==> config.mk <==
export PLATFORM = sky130hd
export DESIGN_NAME = fixed_pack_writer
export DESIGN_NICKNAME = d
export VERILOG_FILES = /design/src/rtl/fixed_pack_writer.sv
export SDC_FILE = /design/constraint.sdc
export NUM_CORES = 1
export LEC_CHECK = 0
export ABC_AREA = 1
export CORE_UTILIZATION = 50
export DETAILED_ROUTE_END_ITERATION = 10
export GPL_ROUTABILITY_DRIVEN = 0
export HOLD_SLACK_MARGIN = 0.08
export PLACE_DENSITY = 0.73
export SKIP_LAST_GASP = 1
export SLEW_MARGIN = 30
export SYNTH_ARGS = -nofsm -noshare
export SYNTH_HDL_FRONTEND = slang
export SYNTH_SLANG_ARGS = --single-unit
==> constraint.sdc <==
create_clock -name clock -period 6.45 [get_ports clock]
set_input_delay 0.645 -clock clock [delete_from_list [all_inputs] [get_ports clock]]
set_output_delay 0.645 -clock clock [all_outputs]
set_load 0.01 [all_outputs]
==> src/rtl/fixed_pack_writer.sv <==
// fixed_pack_writer: rounds/saturates 18.14 vectors into 8.7/4.7/2.10/8.1 words, one per handshake (PACK_ROUNDING_EN selects round-half-up vs floor)
module fixed_pack_writer (
   input  logic        clock,
   input  logic        reset,
   input  logic        in_valid,
   output logic        in_ready,
   input  logic [31:0] in_x,
   input  logic [31:0] in_y,
   input  logic [31:0] in_z,
   input  logic [1:0]  in_fmt,
   output logic        out_valid,
   input  logic        out_ready,
   output logic [15:0] out_data,
   output logic [1:0]  out_index,
   output logic        out_last,
   output logic        out_sat,
   output logic        sat_sticky
);
   typedef enum logic [1:0] {IDLE, EMIT_X, EMIT_Y, EMIT_Z} state_t;
   state_t state_q, state_d;
   logic [31:0] y_q, y_d, z_q, z_d;
   logic [1:0] fmt_q, fmt_d;
   logic [15:0] data_q, data_d;
   logic sat_q, sat_d, sticky_q, sticky_d;
   logic [16:0] pk_x, pk_y, pk_z;
   function automatic logic [16:0] pack(input logic [31:0] v, input logic [1:0] f);
      logic [3:0] s, w;
      logic signed [32:0] e, t, hi, lo;
      s = (f == 2'd2) ? 4'd4 : (f == 2'd3) ? 4'd13 : 4'd7;
      w = (f == 2'd0) ? 4'd15 : (f == 2'd1) ? 4'd11 : (f == 2'd2) ? 4'd12 : 4'd9;
`ifdef PACK_ROUNDING_EN
      e = $signed({v[31], v}) + (33'sd1 <<< (s - 4'd1));
`else
      e = $signed({v[31], v});
`endif
      t = e >>> s;
      hi = (33'sd1 <<< (w - 4'd1)) - 33'sd1;
      lo = -(33'sd1 <<< (w - 4'd1));
      return (t > hi) ? {1'b1, hi[15:0]} : (t < lo) ? {1'b1, lo[15:0]} : {1'b0, t[15:0]};
   endfunction
   assign pk_x = pack(in_x, in_fmt);
   assign pk_y = pack(y_q, fmt_q);
   assign pk_z = pack(z_q, fmt_q);
   assign in_ready = state_q == IDLE;
   assign out_valid = state_q != IDLE;
   assign out_data = data_q;
   assign out_sat = sat_q;
   assign out_index = (state_q == EMIT_Y) ? 2'd1 : (state_q == EMIT_Z) ? 2'd2 : 2'd0;
   assign out_last = state_q == EMIT_Z;
   assign sat_sticky = sticky_q;
   // next state: X is packed at acceptance, each later word is packed when the previous one is taken
   always_comb begin
      state_d = state_q;
      y_d = y_q;
      z_d = z_q;
      fmt_d = fmt_q;
      data_d = data_q;
      sat_d = sat_q;
      sticky_d = sticky_q;
      case (state_q)
         IDLE: if (in_valid) begin
            state_d = EMIT_X;
            y_d = in_y;
            z_d = in_z;
            fmt_d = in_fmt;
            data_d = pk_x[15:0];
            sat_d = pk_x[16];
            sticky_d = 1'b0;
         end
         EMIT_X: if (out_ready) begin
            state_d = EMIT_Y;
            data_d = pk_y[15:0];
            sat_d = pk_y[16];
            sticky_d = sticky_q | sat_q;
         end
         EMIT_Y: if (out_ready) begin
            state_d = EMIT_Z;
            data_d = pk_z[15:0];
            sat_d = pk_z[16];
            sticky_d = sticky_q | sat_q;
         end
         default: if (out_ready) begin
            state_d = IDLE;
            sticky_d = sticky_q | sat_q;
         end
      endcase
   end
   // state and output registers
   always_ff @(posedge clock) begin
      if (reset) begin
         state_q <= IDLE;
         y_q <= '0;
         z_q <= '0;
         fmt_q <= '0;
         data_q <= '0;
         sat_q <= 1'b0;
         sticky_q <= 1'b0;
      end else begin
         state_q <= state_d;
         y_q <= y_d;
         z_q <= z_d;
         fmt_q <= fmt_d;
         data_q <= data_d;
         sat_q <= sat_d;
         sticky_q <= sticky_d;
      end
   end
endmodule

==> run_results.csv <==
group,metric,value,unit
logic_synthesis,ys_top_cells_by_area,"ha_1 (25%), dfxtp_1 (16%), nand2_1 (12%)",
sta,fin_crit,4730,ps
die,core,0.0190,sq mm
route,vias,10700,
pwr,power_density,330,mW/mm^2
clocking,holdBufCountCts,0,
logic_synthesis,syn_area,0.00982,sq mm
worst_hold_path,hold_path_end,"out_data[2]$_SDFFE_PP0P_",
route,drt_first_pass_iters,5,
clocking,clock_path_buffers,2,
worst_hold_path,hp-start,"out_data[2]$_SDFFE_PP0P_",
placed_design,buffer_ports.inserted,112,
sta,slew_headroom,0.376,
placed_design,hpwl,23100,microns
die,die_y,142,microns
global_routing,grt_pass1_vias,9899,
finish,final_nets,2002,
die,pin_count,125,
route,detail_route.wl_per_cell,14.7,microns
finish,final_core_util,0.622,
logic_synthesis,syn_inst,1520,
clocking,clk_latency,360,ps
clocking,cts_buffers,9,
clocking,cts_tree,"yes",
logic_synthesis,yosysUniqueCellTypes,43,
sta,tightest_slew,934,ps
finish,n_antenna_cell,0,
status,status,"complete, no violations",
route,remaining_drc_errors,0,
clocking,h-tree-depth,3,
sta,rsz0062_at_grt,"false",
pwr,leakagePower,5.85,nW
sta,setup_violations,0,
die,die-area,0.0202,sq mm
sta,maxSlewViolCount,0,
sta,setup_tns,0,ps
global_routing,grt_usage,0.295,
sta,timing.fmax,211,MHz
critical_path,critPathCaptureType,"flip-flop",
clocking,path_clk_slew,70,ps
finish,stdcell_area,0.0118,sq mm
worst_hold_path,min_delay_path_depth,2,
critical_path,critPathKind,"flip-flop to flip-flop",
die,initial_core_util,0.518,
sta,fin_crit_sh,0.734,
critical_path,crit_path_max_fanout,25,
route,post_drt_via_cell_ratio,5.45,
die,rows,50,
pwr,peakVddDrop,0.232,mV
critical_path,r2r_cells,20,
sta,skew,14.7,ps
die,die_x,142,microns
sta,fin_hold_ws,466,ps
global_routing,overflow,0,
logic_synthesis,synth_top_area_cell,"ha_1",
clocking,cts_sinks,78,
route,wirelength,29000,microns
global_routing,antenna_found_initial,0,
finish,drive_gt1_frac,0.0345,
critical_path,rr_startpoint,"fmt_q[0]$_SDFFE_PP0P_",
logic_synthesis,yosys_warnings,0,
global_routing,grt_pass1_wl,47600,microns
clocking,root_buffer,"clkbuf_16",
critical_path,cp.arrival,4950,ps
finish,final_common_cell,"nand2_1",
critical_path,r2r_slack,1720,ps
logic_synthesis,synth_seq_cells,78,
critical_path,r2r_end,"out_data[15]$_SDFFE_PP0P_",
critical_path,start_kind,"flip-flop",
logic_synthesis,syn_area_per_cell,6.46,sq um
global_routing,grt_max_degree,94,
sta,hold_viol,0,
finish,area_growth,20.0,%
logic_synthesis,ys_seq_area_frac,0.159,
route,dr.first_iter.drc_count,872,
worst_hold_path,hold_path_class,"flip-flop to flip-flop",
clocking,cts_setup_buffers,0,
critical_path,cp.required,6670,ps
logic_synthesis,synth_top_area_share,0.246,
finish,layout_common_cells,"nand2_1 (310), ha_1 (193), a21oi_1 (174), inv_1 (156), nor2_1 (151)",
run,drv_cap,0,
placed_design,placed_cell_area,0.0115,sq mm
clocking,postCtsResizedCells,0,
route,ant_nets,0,
## registers in the layout, summed over array words and instances, names as in the netlist
signal / cells
y_q: 28
fmt_q: 2
sat_sticky: 1
z_q: 28
out_data: 16
state_q: 2
out_sat: 1
## per-layer routing
| metal | GRT usage | wire length, microns | vias up |
|---|---|---|---|
| met2 | 0.489 | 13000 | 317 |
| li1 | - | - | 5478 |
| met4 | 0.0775 | 533 | 0 |
| met3 | 0.0431 | 1680 | 41 |
| met5 | 0 | 0 | - |
| met1 | 0.398 | 13800 | 4908 |
## stage by stage
| stage | worst slack (ps) | total power [W] | cells |
|---|---|---|---|
| 4_1_cts | 1840 | 0.00383 | 1972 |
| 2_1_floorplan | 3040 | 0.00259 | 1642 |
| 5_1_grt | 1380 | 0.00427 | 1972 |
| 3_5_place_dp | 1590 | 0.00327 | 1956 |
| 6_report | 1720 | 0.00388 | 1972 |
| 3_3_place_gp | 1650 | 0.00321 | 1956 |
## Yosys cell counts (all sizes together)
master  number
nand2      326
ha         193
a21oi      175
inv        160
nor2       156
o21ai      105
nand3       95
dfxtp       78
clkbuf      49
o22ai       41
nand4       36
a221oi      19
buf         16
nor3        16
o21a        13
nand3b       7
nor4         6
o221ai       6
a21o         4
a31oi        4
o21bai       3
a211oi       2
clkinv       2
conb         2
o211ai       2
or2          2
nor3b        1
or3b         1
## worst max-delay path, cell delays in order (launching register included)
cell      delay (ps)
dfxtp_1          500
nor2_4           410
clkinv_1         630
buf_4            450
o21ai_0          390
ha_1             230
nand2_1           80
nor2_1           150
nand4_1          150
nor3_1           280
nand3_1          170
nand3_1          130
nand2_2          120
nand2_2          280
nand2_1           90
nand2_1          110
nand2_1           60
nand3_1           70
nand3_1          100
nand2_1          120
a21oi_1           70
## cells by family after synthesis
| kind of cell | Yosys count | share of synthesized area |
|---|---|---|
| flip-flops | 78 | 0.159 |
| buffers and inverters | 227 | 0.0925 |
| other | 2 | 0.000765 |
| AND/OR/NAND/NOR | 646 | 0.290 |
| adder cells (fa/ha/maj) | 193 | 0.246 |
| AO/OA/AOI/OAI | 374 | 0.212 |
## worst max-delay path by stage
| stage | cells after the start | slack [ps] | from | to |
|---|---|---|---|---|
| after floorplan | 23 | 3040 | fmt_q[0]$_SDFFE_PP0P_ | out_data[13]$_SDFFE_PP0P_ |
| after global routing | 21 | 1380 | fmt_q[1]$_SDFFE_PP0P_ | out_data[12]$_SDFFE_PP0P_ |
| after global placement | 18 | 1650 | in_fmt[1] | out_data[0]$_SDFFE_PP0P_ |
| after CTS | 20 | 1840 | fmt_q[0]$_SDFFE_PP0P_ | out_data[15]$_SDFFE_PP0P_ |
| after detailed placement | 18 | 1590 | in_fmt[1] | out_data[0]$_SDFFE_PP0P_ |
| final | 20 | 1720 | fmt_q[0]$_SDFFE_PP0P_ | out_data[15]$_SDFFE_PP0P_ |
## final cells by class
cell class                      instances  area, sq um
Multi-Input combinational cell       1337         7810
Fill cell                            1923         7170
Sequential cell                        78         1560
Timing Repair Buffer                  119         1170
Inverter                              162          611
Tap cell                              260          325
Clock buffer                           12          246
Clock inverter                          4         55.1
## where the power goes
| part | total (W) | switching, W | internal (W) |
|---|---|---|---|
| clock network | 0.000552 | 0.000238 | 0.000314 |
| logic | 0.00259 | 0.00164 | 0.000954 |
| registers | 0.000739 | 0.000112 | 0.000627 |
| total | 0.00388 | 0.00199 | 0.00190 |
Note: power is estimated with default switching activity, not from simulation.
